[config.mk]
export PLATFORM = sky130hd
export DESIGN_NAME = block_sync_rx
export DESIGN_NICKNAME = d
export VERILOG_FILES = /design/src/rtl/block_sync_rx.sv
export SDC_FILE = /design/constraint.sdc
export NUM_CORES = 1
export LEC_CHECK = 0
export ABC_AREA = 1
export ABC_CLOCK_PERIOD_IN_PS = 1700
export CORE_MARGIN = 4
export CORE_UTILIZATION = 25
export CTS_CLUSTER_SIZE = 24
export DETAILED_ROUTE_END_ITERATION = 8
export PLACE_DENSITY = 0.58
export SLEW_MARGIN = 20
export SYNTH_ARGS = -nofsm -noshare
export SYNTH_HDL_FRONTEND = slang
export SYNTH_SLANG_ARGS = --single-unit
[constraint.sdc]
create_clock -name USER_CLK -period 1.7 [get_ports USER_CLK]
set_input_delay 0.34 -clock USER_CLK [delete_from_list [all_inputs] [get_ports USER_CLK]]
set_output_delay 0.34 -clock USER_CLK [all_outputs]
set_load 0.01 [all_outputs]
[src/rtl/block_sync_rx.sv]
// Interlaken word-lock stage: checks 64b/67b sync headers, drives gearbox SLIP until lock.
// Optional lock-loss statistics counter enabled by defining BLOCK_SYNC_STATS_EN.
module block_sync_rx #(
    parameter int LOCK_CNT  = 64,
    parameter int WINDOW    = 64,
    parameter int ERR_LIMIT = 16,
    parameter int SLIP_WAIT = 32
) (
    input  logic        USER_CLK,
    input  logic        RESET_N,
    input  logic [66:0] DATA_IN,
    input  logic        DATA_VALID_IN,
    output logic [66:0] DATA_OUT,
    output logic        DATA_VALID_OUT,
    output logic        HDR_ERR,
    output logic        SLIP,
`ifdef BLOCK_SYNC_STATS_EN
    output logic        LOCKED,
    output logic [15:0] LOCK_LOSS_CNT
`else
    output logic        LOCKED
`endif
);

    localparam int SH_W   = $clog2(LOCK_CNT + 1);
    localparam int WIN_W  = $clog2(WINDOW + 1);
    localparam int ERR_W  = $clog2(ERR_LIMIT + 1);
    localparam int WAIT_W = $clog2(SLIP_WAIT + 1);

    localparam logic [SH_W-1:0]   SH_LAST   = SH_W'(LOCK_CNT - 1);
    localparam logic [WIN_W-1:0]  WIN_LAST  = WIN_W'(WINDOW - 1);
    localparam logic [ERR_W-1:0]  ERR_LAST  = ERR_W'(ERR_LIMIT - 1);
    localparam logic [WAIT_W-1:0] WAIT_LAST = WAIT_W'(SLIP_WAIT - 1);

    if ((ERR_LIMIT > WINDOW) || (LOCK_CNT < 1) || (WINDOW < 1) ||
        (ERR_LIMIT < 1) || (SLIP_WAIT < 1)) begin : g_bad_params
        $error("block_sync_rx: illegal parameter combination");
    end

    typedef enum logic [1:0] {
        ST_SEARCH    = 2'd0,
        ST_SLIP_HOLD = 2'd1,
        ST_LOCKED    = 2'd2
    } state_t;

    state_t              state_r;
    logic [SH_W-1:0]     sh_cnt_r;
    logic [WIN_W-1:0]    win_cnt_r;
    logic [ERR_W-1:0]    err_cnt_r;
    logic [WAIT_W-1:0]   wait_cnt_r;
    logic                hdr_bad_s;
    logic                lose_lock_s;

    // Only 01 and 10 are legal framing patterns.
    function automatic logic sync_hdr_ok(input logic [1:0] hdr);
        return (hdr == 2'b01) || (hdr == 2'b10);
    endfunction

    // Per-word header qualification and lock-loss decision.
    always_comb begin
        hdr_bad_s   = DATA_VALID_IN & ~sync_hdr_ok(DATA_IN[65:64]);
        lose_lock_s = 1'b0;
        if ((state_r == ST_LOCKED) && hdr_bad_s && (err_cnt_r == ERR_LAST)) begin
            lose_lock_s = 1'b1;
        end else begin
            lose_lock_s = 1'b0;
        end
    end

    // Word-lock state machine with registered datapath and status outputs.
    always_ff @(posedge USER_CLK or negedge RESET_N) begin
        if (!RESET_N) begin
            state_r        <= ST_SEARCH;
            sh_cnt_r       <= '0;
            win_cnt_r      <= '0;
            err_cnt_r      <= '0;
            wait_cnt_r     <= '0;
            DATA_OUT       <= 67'd0;
            DATA_VALID_OUT <= 1'b0;
            HDR_ERR        <= 1'b0;
            SLIP           <= 1'b0;
            LOCKED         <= 1'b0;
        end else begin
            SLIP           <= 1'b0;
            DATA_VALID_OUT <= DATA_VALID_IN & (state_r == ST_LOCKED);
            HDR_ERR        <= hdr_bad_s & (state_r != ST_SLIP_HOLD);
            if (DATA_VALID_IN) begin
                DATA_OUT <= DATA_IN;
            end
            case (state_r)
                ST_SEARCH: begin
                    if (hdr_bad_s) begin
                        sh_cnt_r   <= '0;
                        wait_cnt_r <= '0;
                        SLIP       <= 1'b1;
                        state_r    <= ST_SLIP_HOLD;
                    end else if (DATA_VALID_IN && (sh_cnt_r == SH_LAST)) begin
                        sh_cnt_r  <= '0;
                        win_cnt_r <= '0;
                        err_cnt_r <= '0;
                        LOCKED    <= 1'b1;
                        state_r   <= ST_LOCKED;
                    end else if (DATA_VALID_IN) begin
                        sh_cnt_r <= sh_cnt_r + SH_W'(1);
                    end
                end
                ST_SLIP_HOLD: begin
                    // Gearbox settling time: input is ignored, timer runs every cycle.
                    if (wait_cnt_r == WAIT_LAST) begin
                        wait_cnt_r <= '0;
                        sh_cnt_r   <= '0;
                        state_r    <= ST_SEARCH;
                    end else begin
                        wait_cnt_r <= wait_cnt_r + WAIT_W'(1);
                    end
                end
                ST_LOCKED: begin
                    if (lose_lock_s) begin
                        win_cnt_r  <= '0;
                        err_cnt_r  <= '0;
                        sh_cnt_r   <= '0;
                        wait_cnt_r <= '0;
                        LOCKED     <= 1'b0;
                        SLIP       <= 1'b1;
                        state_r    <= ST_SLIP_HOLD;
                    end else if (DATA_VALID_IN && (win_cnt_r == WIN_LAST)) begin
                        win_cnt_r <= '0;
                        err_cnt_r <= '0;
                    end else if (DATA_VALID_IN) begin
                        win_cnt_r <= win_cnt_r + WIN_W'(1);
                        if (hdr_bad_s) begin
                            err_cnt_r <= err_cnt_r + ERR_W'(1);
                        end
                    end
                end
                default: begin
                    state_r    <= ST_SEARCH;
                    sh_cnt_r   <= '0;
                    win_cnt_r  <= '0;
                    err_cnt_r  <= '0;
                    wait_cnt_r <= '0;
                    LOCKED     <= 1'b0;
                end
            endcase
        end
    end

`ifdef BLOCK_SYNC_STATS_EN
    // Saturating count of LOCKED -> SLIP_HOLD transitions.
    always_ff @(posedge USER_CLK or negedge RESET_N) begin
        if (!RESET_N) begin
            LOCK_LOSS_CNT <= 16'd0;
        end else if (lose_lock_s && (LOCK_LOSS_CNT != 16'hFFFF)) begin
            LOCK_LOSS_CNT <= LOCK_LOSS_CNT + 16'd1;
        end
    end
`endif

endmodule

# Word level (Yosys, flattened, before mapping)
# Cells that the tools add are included.
[op_classes]
n_addsub = 4
n_eq_ne = 18
mux = 36
bitwise_logic = 5
n_reduce_logical = 12
[ops]
columns = ["op", "count"]
rows = [
  ["$mux W7", 10],
  ["$pmux W7 S3", 2],
  ["$mux W5", 6],
  ["$mux W6", 3],
  ["$pmux W6 S3", 1],
  ["$pmux W5 S3", 1],
  ["$add A7 B1 Y7 const B", 2],
  ["$eq A7 B6 Y1 const B", 2],
  ["$ne A2 B2 Y1 const B", 5],
  ["$mux W2", 4],
  ["$ne A4 B3 Y1 const B", 2],
  ["$reduce_and A4 Y1", 2],
  ["$add A6 B1 Y6 const B", 1],
  ["$eq A6 B5 Y1 const B", 1],
  ["$mux W1", 6],
  ["$pmux W2 S3", 1],
  ["$reduce_and A3 Y1", 2],
  ["$add A5 B1 Y5 const B", 1],
  ["$eq A5 B4 Y1 const B", 1],
  ["$reduce_and A5 Y1", 1],
  ["$eq A2 B1 Y1 const B", 2],
  ["$eq A2 B2 Y1 const B", 2],
  ["$logic_and A1 B1 Y1", 4],
  ["$ne A4 B4 Y1 const B", 1],
  ["9 further kinds", 12],
]
[totals]
regBits = 98
input_bits = 70
out_inout_bits = 71
elab_cells = 85

# Logic depth before layout (Yosys ltp)
# Gate-level depths: netlist (run 1).
[logic_depth]
ltp_word = 9
depth_mapped = 11
depth_no_buf = 11

# Worst setup path before layout (run 1)
# OpenSTA, ideal clock, no wires.
[synth_path]
path_kind = "flip-flop to flip-flop"
startpoint = "register err_cnt_r[0]"
endpoint = "register wait_cnt_r[0]"
setup_time_ns = 0.131
arrival_ns = 1.470
required_time_ns = 1.569
path_slack_ns = 0.099
stages_incl_launch_ff = 12
path_buffers = 0
period_less_slack_ns = 1.601
path_cell_list = "dfrtp_1 -> ha_1 -> nand2_1 -> nor2_1 -> ha_1 -> nand4_1 -> nor2_2 -> nor2_4 -> nor2_4 -> inv_2 -> nand2_1 -> o21ai_1"
[synth_between]
elab_chain_len = 5
[synth_lines]
columns = ["element", "line", "source"]
rows = [
  ["from (decl)", "49", "logic [ERR_W-1:0] err_cnt_r;"],
  ["from (signal assigned)", "132", "err_cnt_r <= err_cnt_r + ERR_W'(1);"],
  ["$eq A5 B4 Y1", "63", "if ((state_r == ST_LOCKED) && hdr_bad_s && (err_cnt_r == ERR_LAST)) begin"],
  ["$logic_and A1 B1 Y1", "63", ""],
  ["$mux W1", "63", ""],
  ["$ne A2 B2 Y1 (no line)", "n/a", ""],
  ["$reduce_and A2 Y1 (no line)", "n/a", ""],
  ["to (signal assigned)", "114", "wait_cnt_r <= wait_cnt_r + WAIT_W'(1);"],
  ["to (decl)", "50", "logic [WAIT_W-1:0] wait_cnt_r;"],
]
# No other way between the ends.
# A chain may end at the register's enable or synchronous reset.

# Final worst setup path (run 1)
[layout_path]
startpoint = "register err_cnt_r[0]"
endpoint = "register wait_cnt_r[4]"
# Same word-level chain as after synthesis.

==> results by group, run 1 <==
Worst setup path
  • Critical path class: reg -> reg
  • CP delay by family, top: simple AND/OR/NAND/NOR gates
  • Buf+Inv Stages, Crit Path: 1
  • Worst R2R Setup Slack: 0.006 ns
  • Crit path required time: 1.93 ns
  • CP most frequent cell: nor2_4
  • Worst-path fanout max: 4
  • CP arrival: 1.92 ns
  • Reg2reg path depth: 10
  • Worst reg2reg path endpoint: wait_cnt_r[4]
  • Crit end category: flip-flop
  • Crit start category: flip-flop
  • Worst path cell trace: ha_2, nand2_2, nor2_2, ha_2, nand4_1, nor2_4, nor2_4, nor2_4, buf_4, o21ai_0
  • Largest stage delay, worst path: 0.36 ns
  • R2r startpoint: err_cnt_r[0]
  • CP max-delay cell: dfrtp_1

Global route
  • Initial antenna violation count: 1
  • Largest net degree at the start of global routing: 66
  • Vias in the first global route: 3,751
  • Grt ovf: 0
  • All-Layer GR Usage: 12.20%
  • First-pass GRT wire length: 19,210 µm

Layout
  • Fin area: 6544 µm²
  • Share of layout cells above drive strength 1: 11.38%
  • Most frequent cells in the layout: nand2_1 (280), clkdlybuf4s50_1 (138), dfrtp_1 (98)
  • Finished Layout Cells: 923
  • Nets: 773
  • Fillers: 1,751
  • Fin util: 38.91%
  • Layout area overhead: 50.55%
  • Commonest non-fill, non-tap cell in the layout: nand2_1
  • Diode count: 0

Route
  • Starting DRT DRC Count: 139
  • Drc violations: 0
  • Pre-antenna DRT Iters: 4
  • Via-to-Cell Ratio: 4.171
  • Wire per inst: 12.59 µm
  • Routed WL: 11,620 µm
  • Via Count: 3,850
  • Final ANT Viol Nets: 0

Yosys
  • Asr flop ratio synth: 100.0%
  • FF+latch count, synth: 98
  • Syn_area_per_cell: 8.155 µm²
  • Mapped Area: 4347 µm²
  • Sequential share of the synthesized area: 56.42%
  • Compound-Gate Fraction of Synth Area: 2.245%
  • Cells after synthesis: 533
  • Combinational family with the most area after synthesis: simple AND/OR/NAND/NOR gates
  • Post-synthesis mux area share: 0%
  • Post-Synth XOR/XNOR Area: 1.007%
  • Syn Nets: 608
  • Yosys cell types: 25
  • Yosys warns: 0
  • Synth Area in Simple Gates: 34.48%
  • Post-Synth Adder-Cell Area: 1.439%
  • Ys flop type: dfrtp_1
  • Number of synthesized flops with an enable pin: 0

CTS
  • Root Driver: clkbuf_16
  • CTS clock-pin slew for the worst setup and hold paths: 0.07 ns
  • CTS max path bufs: 2
  • H-tree levels: 3
  • Clk sinks: 98
  • CTS Buf Count: 9
  • Skew-Pair Late Insertion Delay: 0.35 ns
  • CTS tree: done

Placed design
  • Port bufs: 140
  • DP Area: 6181 µm²
  • Post-DP HPWL: 8371 µm
  • Final Wtd Congestion: 0.7945
  • Placed insts: 903

Timing
  • Final Hold Viols: 0
  • Max transition margin: 66.58%
  • Setup Viol. Count Final: 0
  • Fin Hold WS: 0.4271 ns
  • Final min period: 1.694 ns
  • Final worst path period share: 99.66%
  • Setup TNS: 0 ns
  • Clock skew: 0.007371 ns
  • RSZ-0062 raised after global routing: true
  • F_max: 590.2 MHz
  • Fin. max-slew vios: 0
  • Least-Margin Pin Slew: 0.5012 ns

Die
  • Ports: 141
  • Die footprint: 19,560 µm²
  • Core region area: 16,820 µm²
  • Die Y: 139.9 µm
  • Initial core utilization: 25.84%
  • FP Rows: 47
  • Die Width: 139.9 µm

Power
  • Peak VDD IR: 0.0005478 V
  • PwrDens: 1043 nW/µm²
  • Leakage: 3.213 nW

Min path
  • Hold path depth: 3
  • HP Start: DATA_VALID_IN
  • Worst min-delay path category: in -> reg
  • Worst Hold End: DATA_VALID_OUT

Flow run
  • # Max-Cap Violations: 0

Status
  • Status: complete, no violations
worst register-to-register path, cell delays in order, from the launching register on:
cell and delay, ns:
dfrtp_1 0.36, ha_2 0.19, nand2_2 0.06, nor2_2 0.08, ha_2 0.19, nand4_1 0.16, nor2_4 0.17, nor2_4 0.07
nor2_4 0.11, buf_4 0.12, o21ai_0 0.06
where the power goes:
part | total, mW | internal [mW] | switching [mW]
sequential | 2.78 | 2.59 | 0.192
clock | 2.04 | 1.04 | 1.01
combinational | 2.00 | 0.908 | 1.09
total | 6.83 | 4.53 | 2.29
what timing repair did:
item	CTS	global route
pin swaps	0	1
hold buffers	1	0
gates resized for setup	1	10
setup endpoints to repair	13	23
endpoints found under the hold margin	23	0
setup buffers	0	3
flip-flops by register name (all words and copies together) (netlist names):
signal	cells
DATA_OUT	67
sh_cnt_r	7
win_cnt_r	7
wait_cnt_r	6
err_cnt_r	5
state_r	2
DATA_VALID_OUT	1
HDR_ERR	1
LOCKED	1
SLIP	1
how the worst max path moves through the flow:
stage / startpoint / endpoint / cells past startpoint
floorplan: err_cnt_r[0] / wait_cnt_r[0] / 11
global placement: DATA_IN[64] / win_cnt_r[5] / 10
detailed placement: DATA_IN[65] / win_cnt_r[5] / 10
CTS: err_cnt_r[0] / wait_cnt_r[1] / 11
global route: err_cnt_r[1] / wait_cnt_r[0] / 11
finish: err_cnt_r[0] / wait_cnt_r[4] / 10
metrics by stage:
step / total power, mW / setup slack (ns)
after floorplan: 3.819 / 0.09854
after global placement: 4.780 / -0.09205
after detailed placement: 4.785 / -0.1119
after CTS: 6.884 / -0.02623
after global routing: 7.287 / -0.1466
final: 6.827 / 0.005757
synth_stat cells, types with 4 or more instances:
cell type | count | share of area (%)
inv_2 | 6 | 0.52
nor2_4 | 6 | 1.6
inv_1 | 29 | 2.5
nor2_1 | 19 | 1.6
nand3_1 | 21 | 2.4
clkbuf_1 | 9 | 0.78
dfrtp_1 | 98 | 56
ha_1 | 5 | 1.4
o21ai_0 | 11 | 1.3
nand4_1 | 11 | 1.6
xor2_1 | 4 | 0.81
nand2_1 | 283 | 24
o21ai_1 | 6 | 0.69
per-layer routing:
| metal | GRT usage [%] | part of all wire (%) | vias up | routed length (µm) |
|---|---|---|---|---|
| met2 | 18.51 | 44 | 103 | 5150 |
| met3 | 5.455 | 8.8 | 16 | 1024 |
| li1 | - | - | 1977 | - |
| met5 | 0 | 0.11 | - | 13 |
| met1 | 15.44 | 45 | 1752 | 5239 |
| met4 | 4.335 | 1.6 | 2 | 187 |
cell families after synthesis:
group / after synthesis
buf+inv: 50
xor+xnor: 5
simple gates: 356
compound gates: 19
fa+ha+maj: 5
flops: 98
layout make-up:
cell class	count	area [µm²]	share of cell area, %
Inverter	35	131.4	2.008
Multi-Input combinational cell	385	1740	26.60
Clock inverter	7	67.56	1.033
Tap cell	220	275.3	4.206
Clock buffer	9	225.2	3.442
Sequential cell	98	2452	37.48
Timing Repair Buffer	169	1652	25.24
(Power assumes the default switching activity.)
==> run 2: changes to the inputs <==
--- a/config.mk
+++ b/config.mk
@@ -7,7 +7,8 @@
 export LEC_CHECK = 0
 export ABC_AREA = 1
 export ABC_CLOCK_PERIOD_IN_PS = 1700
-export CORE_MARGIN = 4
+export CORE_ASPECT_RATIO = 0.8
+export CORE_MARGIN = 1
 export CORE_UTILIZATION = 25
 export CTS_CLUSTER_SIZE = 24
 export DETAILED_ROUTE_END_ITERATION = 8
==> results by group, run 2 (same netlist as run 1, synthesis figures left out) <==
Power
  • Sequential Power Share: 41.0% (was 40.8%)
  • Switching share of power: 33.16% (was 33.58%)
  • Internal power: 4.542 mW (was 4.535 mW)
  • Total power: 6.795 mW (was 6.827 mW)
  • Leakage: 3.209 nW (was 3.213 nW)
  • Clock Power Share: 29.6% (was 29.9%)
  • Peak VDD IR: 0.0004754 V (was 0.0005478 V)
  • PwrDens: 1039 nW/µm² (was 1043 nW/µm²)
  • Gate power share: 29.4% (was 29.3%)
  • Psw: 2.253 mW (was 2.293 mW)

CTS
  • CTS max path bufs: 2 (unchanged)
  • Skew-Pair Late Insertion Delay: 0.35 ns (about the same)
  • H-tree levels: 3 (unchanged)
  • CTS clock-pin slew for the worst setup and hold paths: 0.07 ns (about the same)
  • CTS tree: done (unchanged)
  • Clk sinks: 98 (unchanged)
  • Root Driver: clkbuf_16 (unchanged)
  • CTS Buf Count: 9 (unchanged)

Timing
  • Setup TNS: -0.2248 ns (was 0 ns)
  • Final min period: 1.734 ns (was 1.694 ns)
  • RSZ-0062 raised after global routing: true (unchanged)
  • Final worst path period share: 102.0% (was 99.66%)
  • Least-Margin Pin Slew: 0.7094 ns (was 0.5012 ns)
  • Final Hold Viols: 0 (unchanged)
  • Max transition margin: 52.71% (was 66.58%)
  • Clock skew: 0.007289 ns (was 0.007371 ns)
  • Setup Viol. Count Final: 12 (was 0)
  • F_max: 576.6 MHz (was 590.2 MHz)
  • Final WS setup: -0.03436 ns (was 0.005757 ns)
  • Fin. max-slew vios: 0 (unchanged)

Worst setup path
  • Crit start category: flip-flop (unchanged)
  • CP arrival: 1.97 ns (was 1.92 ns)
  • Crit path required time: 1.94 ns (was 1.93 ns)
  • R2r startpoint: err_cnt_r[0] (unchanged)
  • Crit end category: flip-flop (unchanged)
  • Worst setup path start: err_cnt_r[0] (unchanged)
  • Worst-path fanout max: 4 (unchanged)
  • Critical path class: reg -> reg (unchanged)

Die
  • Ports: 141 (unchanged)
  • Die Y: 119.9 µm (was 139.9 µm)
  • FP Rows: 42 (was 47)
  • Core region area: 16,760 µm² (was 16,820 µm²)
  • Initial core utilization: 25.93% (was 25.84%)
  • Die footprint: 17,920 µm² (was 19,560 µm²)
  • Die Width: 149.4 µm (was 139.9 µm)

Layout
  • Max reg flops: 67 (unchanged)
  • Biggest register: DATA_OUT (unchanged)
  • Commonest non-fill, non-tap cell in the layout: nand2_1 (unchanged)
  • Multi-input logic area: 1742 µm² (was 1740 µm²)
  • Fillers: 1,690 (was 1,751)
  • Diode count: 0 (unchanged)
  • Fin area: 6539 µm² (was 6544 µm²)
  • Finished Layout Cells: 923 (unchanged)
  • Share of layout cells above drive strength 1: 11.10% (was 11.38%)
  • Nets: 773 (unchanged)
  • Layout area overhead: 50.43% (was 50.55%)
  • FF+latch area: 2452 µm² (unchanged)
  • Most frequent cells in the layout: nand2_1 (282), clkdlybuf4s50_1 (138), dfrtp_1 (98) (was nand2_1 (280), clkdlybuf4s50_1 (138), dfrtp_1 (98))
  • Largest regs: DATA_OUT: 67 flops, sh_cnt_r: 7 flops, win_cnt_r: 7 flops (unchanged)

Placed design
  • Final Wtd Congestion: 0.8117 (was 0.7945)
  • DP Area: 6188 µm² (was 6181 µm²)
  • Post-DP HPWL: 8212 µm (was 8371 µm)
  • Placed insts: 904 (was 903)
  • Port bufs: 140 (unchanged)

Global route
  • Met3 Use GR: 6.958% (was 5.455%)
  • All-Layer GR Usage: 13.73% (was 12.20%)
  • GR Layer Usage met1: 18.59% (was 15.44%)
  • Grt ovf: 0 (unchanged)
  • Largest net degree at the start of global routing: 67 (was 66)
  • First-pass GRT wire length: 19,110 µm (was 19,210 µm)
  • Met2 usage: 18.89% (was 18.51%)
  • Vias in the first global route: 3,762 (was 3,751)
  • GRT busiest layer: met2 (unchanged)
  • Initial antenna violation count: 0 (was 1)

Route
  • Via Count: 3,832 (was 3,850)
  • Final ANT Viol Nets: 0 (unchanged)
  • Via-to-Cell Ratio: 4.152 (was 4.171)
  • Routed WL: 11,440 µm (was 11,620 µm)
  • Pre-antenna DRT Iters: 4 (unchanged)
  • Wire per inst: 12.40 µm (was 12.59 µm)
  • Drc violations: 0 (unchanged)
  • Starting DRT DRC Count: 221 (was 139)

Status
  • Violated checks: negative setup slack
  • Status: finished, violations left (was complete, no violations)

Min path
  • HP Start: DATA_VALID_IN (unchanged)
  • Worst min-delay path category: in -> reg (unchanged)

Flow run
  • # Max-Cap Violations: 0 (unchanged)
==> run 2: metal layers <==
metal  up-vias  share of wire (%)
met2       113                 40
met4         0               0.86
met5         -                  0
met1      1737                 48
li1       1974                  -
met3         8                 11
==> run 2: layout make-up <==
type | instances | share of cell area (%)
multi-input combinational | 385 | 26.64
tap | 220 | 4.210
inverter | 35 | 2.009
clock buffer | 11 | 3.712
sequential | 98 | 37.50
clock inverter | 5 | 0.6697
timing repair buffer | 169 | 25.26
==> run 2: final timing paths <==
| check | to | slack [ns] | cells after the start |
|---|---|---|---|
| max | wait_cnt_r[5] | -0.03 | 10 |
| min | DATA_OUT[37] | 0.42 | 4 |
| max reg2reg | wait_cnt_r[5] | -0.03 | 10 |
| min reg2reg | DATA_OUT[4] | 0.47 | 2 |
| max in group asynchronous | DATA_OUT[61] | 0.74 | 3 |
| min in group asynchronous | DATA_OUT[17] | 0.43 | 2 |
==> run 2: timing repair <==
item / CTS / global route
setup endpoints to repair: 15 / 26
resized for setup: 1 / 11
pin swaps: 0 / 7
buffers inserted: 0 / 2
hold buffers: 1 / 0
endpoints found under the hold margin: 17 / 0
==> run 2: through the flow <==
step	setup WS [ns]	hold WS, ns	utilization (%)
finish	-0.03436	0.4199	39.01
global route	-0.2012	0.4225	39.01
CTS	-0.04545	0.3992	38.71
detailed placement	-0.1097	0.2548	36.92
global placement	-0.07857	0.2577	36.92
floorplan	0.09854	0.04441	-
==> run 2: power groups by stage <==
stage	logic, mW	clock network, mW	registers (mW)
after global placement	1.95	0	2.82
after floorplan	0.921	0	2.90
final	1.99	2.01	2.79
after CTS	1.97	2.11	2.79
after detailed placement	1.95	0	2.82
after global routing	2.24	2.19	2.82
==> run 2: worst max-delay path, stage by stage, from the launching register on <==
cell and delay (ns):
dfrtp_1 0.36, ha_2 0.19, nand2_2 0.05, nor2_2 0.09, ha_2 0.19, nand4_1 0.15
nor2_4 0.21, nor2_4 0.08, nor2_4 0.12, buf_4 0.13, o21ai_2 0.04
==> run 3: changes to the inputs <==
--- a/config.mk
+++ b/config.mk
@@ -5,7 +5,7 @@
 export SDC_FILE = /design/constraint.sdc
 export NUM_CORES = 1
 export LEC_CHECK = 0
-export ABC_AREA = 1
+export ABC_AREA = 0
 export ABC_CLOCK_PERIOD_IN_PS = 1700
 export CORE_ASPECT_RATIO = 0.8
 export CORE_MARGIN = 1
@@ -13,7 +13,6 @@
 export CTS_CLUSTER_SIZE = 24
 export DETAILED_ROUTE_END_ITERATION = 8
 export PLACE_DENSITY = 0.58
-export SLEW_MARGIN = 20
 export SYNTH_ARGS = -nofsm -noshare
 export SYNTH_HDL_FRONTEND = slang
 export SYNTH_SLANG_ARGS = --single-unit
==> constraint.sdc (replaced) <==
create_clock -name USER_CLK -period 1.7 [get_ports USER_CLK]
set_input_delay 0.34 -clock USER_CLK [delete_from_list [all_inputs] [get_ports USER_CLK]]
set_output_delay 0.34 -clock USER_CLK [all_outputs]
set_load 0.1 [all_outputs]
==> results by group, run 3 <==
Layout
  • Layout area overhead: 78.54% (was 50.43%)
  • Nets: 588 (was 773)
  • Commonest non-fill, non-tap cell in the layout: dfrtp_1 (was nand2_1)
  • Most frequent cells in the layout: dfrtp_1 (98), buf_12 (73), mux2_2 (67) (was nand2_1 (282), clkdlybuf4s50_1 (138), dfrtp_1 (98))
  • Diode count: 0 (unchanged)
  • Share of layout cells above drive strength 1: 50.10% (was 11.10%)
  • Max reg flops: 67 (unchanged)
  • Fin area: 7463 µm² (was 6539 µm²)
  • Biggest register: DATA_OUT (unchanged)
  • Largest regs: DATA_OUT: 67 flops, sh_cnt_r: 7 flops, win_cnt_r: 7 flops (unchanged)
  • Finished Layout Cells: 732 (was 923)

Route
  • Wire per inst: 14.84 µm (was 12.40 µm)
  • Pre-antenna DRT Iters: 4 (unchanged)
  • Final ANT Viol Nets: 0 (unchanged)
  • Drc violations: 0 (unchanged)
  • Routed WL: 10,860 µm (was 11,440 µm)
  • Via Count: 3,297 (was 3,832)
  • Via-to-Cell Ratio: 4.504 (was 4.152)
  • Starting DRT DRC Count: 105 (was 221)

Worst setup path
  • Critical path class: reg -> reg (unchanged)
  • Worst path cell trace: ha_2, and3_4, ha_4, a31o_4, o31a_4, or4b_4, a21oi_2 (was ha_2, nand2_2, nor2_2, ha_2, nand4_1, nor2_4, nor2_4, nor2_4, buf_4, o21ai_2)
  • Largest stage delay, worst path: 0.46 ns (was 0.36 ns)
  • Crit end category: flip-flop (unchanged)
  • Worst-path fanout max: 5 (was 4)
  • Crit path required time: 1.97 ns (was 1.94 ns)
  • CP delay by family, top: simple AND/OR/NAND/NOR gates (unchanged)
  • Crit start category: flip-flop (unchanged)
  • CP max-delay cell: or4b_4 (was dfrtp_1)
  • Buf+Inv Stages, Crit Path: 0 (was 1)
  • CP arrival: 2.15 ns (was 1.97 ns)
  • Worst setup path start: err_cnt_r[0] (unchanged)
  • R2r startpoint: err_cnt_r[0] (unchanged)

Yosys
  • Leading cell types by count after synthesis: dfrtp_1 (98), mux2_2 (70), nor2_1 (17) (was nand2_1 (283), dfrtp_1 (98), inv_1 (29))
  • Number of synthesized flops with an enable pin: 0 (unchanged)
  • FF+latch count, synth: 98 (unchanged)
  • Cells after synthesis: 321 (was 533)
  • Most frequent cell after synthesis: dfrtp_1 (was nand2_1)
  • Cell taking the most area after synthesis: dfrtp_1 (unchanged)
  • Ys flop type: dfrtp_1 (unchanged)
  • Yosys warns: 0 (unchanged)
  • Sequential share of the synthesized area: 58.67% (was 56.42%)
  • Yosys cell types: 47 (was 25)
  • Synth top area cells: dfrtp_1 (59%), mux2_2 (19%), o21ai_0 (1.8%), nor2_1 (1.5%), ha_1 (1.5%) (was dfrtp_1 (56%), nand2_1 (24%), inv_1 (2.5%), nand3_1 (2.4%), nor2_1 (1.6%))
  • Area share of the largest cell type after synthesis: 58.67% (was 56.42%)
  • Asr flop ratio synth: 100.0% (unchanged)
  • Mapped Area: 4180 µm² (was 4347 µm²)
  • Syn Nets: 396 (was 608)
  • Syn_area_per_cell: 13.02 µm² (was 8.155 µm²)

CTS
  • Clk sinks: 98 (unchanged)
  • CTS max path bufs: 2 (unchanged)
  • Root Driver: clkbuf_16 (unchanged)
  • H-tree levels: 3 (unchanged)
  • CTS clock-pin slew for the worst setup and hold paths: 0.07 ns (about the same)
  • Skew-Pair Late Insertion Delay: 0.34 ns (was 0.35 ns)
  • CTS tree: done (unchanged)
  • CTS Buf Count: 9 (unchanged)

Timing
  • Clock skew: 0.005207 ns (was 0.007289 ns)
  • Final worst path period share: 110.3% (was 102.0%)
  • Final WS setup: -0.1743 ns (was -0.03436 ns)
  • Final Hold Viols: 0 (unchanged)
  • Max transition margin: 66.39% (was 52.71%)
  • Final min period: 1.874 ns (was 1.734 ns)
  • Setup Viol. Count Final: 20 (was 12)
  • RSZ-0062 raised after global routing: true (unchanged)
  • Fin. max-slew vios: 0 (unchanged)
  • Least-Margin Pin Slew: 0.5042 ns (was 0.7094 ns)
  • F_max: 533.5 MHz (was 576.6 MHz)

Power
  • Gate power share: 47.0% (was 29.4%)
  • PwrDens: 1236 nW/µm² (was 1039 nW/µm²)
  • Clock Power Share: 20.8% (was 29.6%)
  • Peak VDD IR: 0.0005672 V (was 0.0004754 V)
  • Sequential Power Share: 32.3% (was 41.0%)
  • Leakage: 3.186 nW (was 3.209 nW)
  • Psw: 3.680 mW (was 2.253 mW)
  • Switching share of power: 39.89% (was 33.16%)
  • Total power: 9.225 mW (was 6.795 mW)
  • Internal power: 5.546 mW (was 4.542 mW)

Global route
  • First-pass GRT wire length: 18,300 µm (was 19,110 µm)
  • Largest net degree at the start of global routing: 47 (was 67)
  • Initial antenna violation count: 0 (unchanged)
  • Grt ovf: 0 (unchanged)
  • All-Layer GR Usage: 13.32% (was 13.73%)
  • Vias in the first global route: 3,654 (was 3,762)

Placed design
  • Post-DP HPWL: 8076 µm (was 8212 µm)
  • Port bufs: 140 (unchanged)
  • DP Area: 6929 µm² (was 6188 µm²)
  • Final Wtd Congestion: 0.7995 (was 0.8117)
  • Placed insts: 712 (was 904)

Die
  • Core region area: 16,060 µm² (was 16,760 µm²)
  • FP Rows: 41 (was 42)
  • Ports: 141 (unchanged)
  • Initial core utilization: 26.03% (was 25.93%)
  • Die Y: 117.7 µm (was 119.9 µm)
  • Die Width: 146.6 µm (was 149.4 µm)
  • Die footprint: 17,250 µm² (was 17,920 µm²)

Flow run
  • # Max-Cap Violations: 0 (unchanged)

Min path
  • Worst min-delay path category: in -> reg (unchanged)
  • HP Start: DATA_IN[65] (was DATA_VALID_IN)

Status
  • Violated checks: negative setup slack (unchanged)
  • Status: finished, violations left (unchanged)
[run 3: cell count changes after synthesis, moves of 6 or more]
| cell | delta |
|---|---|
| a21oi_1 | +10 |
| clkbuf_1 | -6 |
| inv_1 | -25 |
| mux2_2 | +70 |
| nand2_1 | -267 |
| nand3_1 | -15 |
| nand4_1 | -9 |
| nor2_4 | -6 |
| nor3_1 | +7 |
| o21ai_1 | -6 |
[run 3: logic make-up (layout without fill, tap and decap cells)]
family	Yosys count	after routing	share of synthesized area, %
flops	98	98	58.67
simple gates	75	75	9.399
mux	74	74	19.81
compound gates	47	47	7.363
buf+inv	19	215	2.454
fa+ha+maj	5	5	1.497
xor+xnor	3	3	0.8083
[run 3: final cells by class]
cell class / count / area, µm²
Clock buffer: 10 / 239.0
Clock inverter: 5 / 37.54
Fill cell: 1437 / 8593
Inverter: 5 / 18.77
Multi-Input combinational cell: 204 / 1879
Sequential cell: 98 / 2452
Tap cell: 215 / 269.0
Timing Repair Buffer: 195 / 2567
[run 3: layer usage]
metal,share of wire [%],wire (µm),global-route usage [%],up-vias
li1,-,-,-,1536
met1,41,4459,15.34,1640
met2,50,5383,22.74,107
met3,8.1,880,5.426,14
met4,1.3,138,3.581,0
met5,0,0,0,-
[run 3: final timing paths]
| check | endpoint | slack (ns) | cells past startpoint |
|---|---|---|---|
| worst min-delay path | DATA_OUT[65] | 0.33 | 2 |
| min in group asynchronous | wait_cnt_r[3] | 0.43 | 2 |
| worst max-delay path | sh_cnt_r[6] | -0.17 | 7 |
| worst min register to register | wait_cnt_r[2] | 0.52 | 1 |
| max in group asynchronous | DATA_OUT[63] | 0.73 | 3 |
| worst max register to register | sh_cnt_r[6] | -0.17 | 7 |
[run 3: timing repair]
| item | in CTS | in global routing |
|---|---|---|
| hold buffers | 1 | 0 |
| setup buffers | 0 | 4 |
| pin swaps | 8 | 14 |
| hold endpoints to repair | 20 | 0 |
| setup endpoints to repair | 25 | 27 |
| resized for setup | 21 | 36 |
[run 3: per-stage QoR]
| stage | hold slack [ns] | worst slack [ns] | TNS [ns] | util (%) |
|---|---|---|---|---|
| floorplan | 0.04441 | -0.3321 | -1.487 | - |
| global placement | 0.2590 | -0.5061 | -10.09 | 43.15 |
| detailed placement | 0.2600 | -0.5427 | -11.13 | 43.15 |
| CTS | 0.4380 | -0.1789 | -1.529 | 45.42 |
| global route | 0.3552 | -0.2430 | -3.289 | 46.48 |
| finish | 0.3317 | -0.1743 | -1.551 | 46.48 |
[run 3: power groups by stage]
stage | Combinational [mW] | Clock (mW) | Sequential (mW)
2_1_floorplan | 1.05 | 0 | 4.26
3_3_place_gp | 3.95 | 0 | 3.00
3_5_place_dp | 4.02 | 0 | 3.02
4_1_cts | 4.12 | 2.00 | 2.98
5_1_grt | 4.56 | 2.09 | 3.02
6_report | 4.33 | 1.92 | 2.98
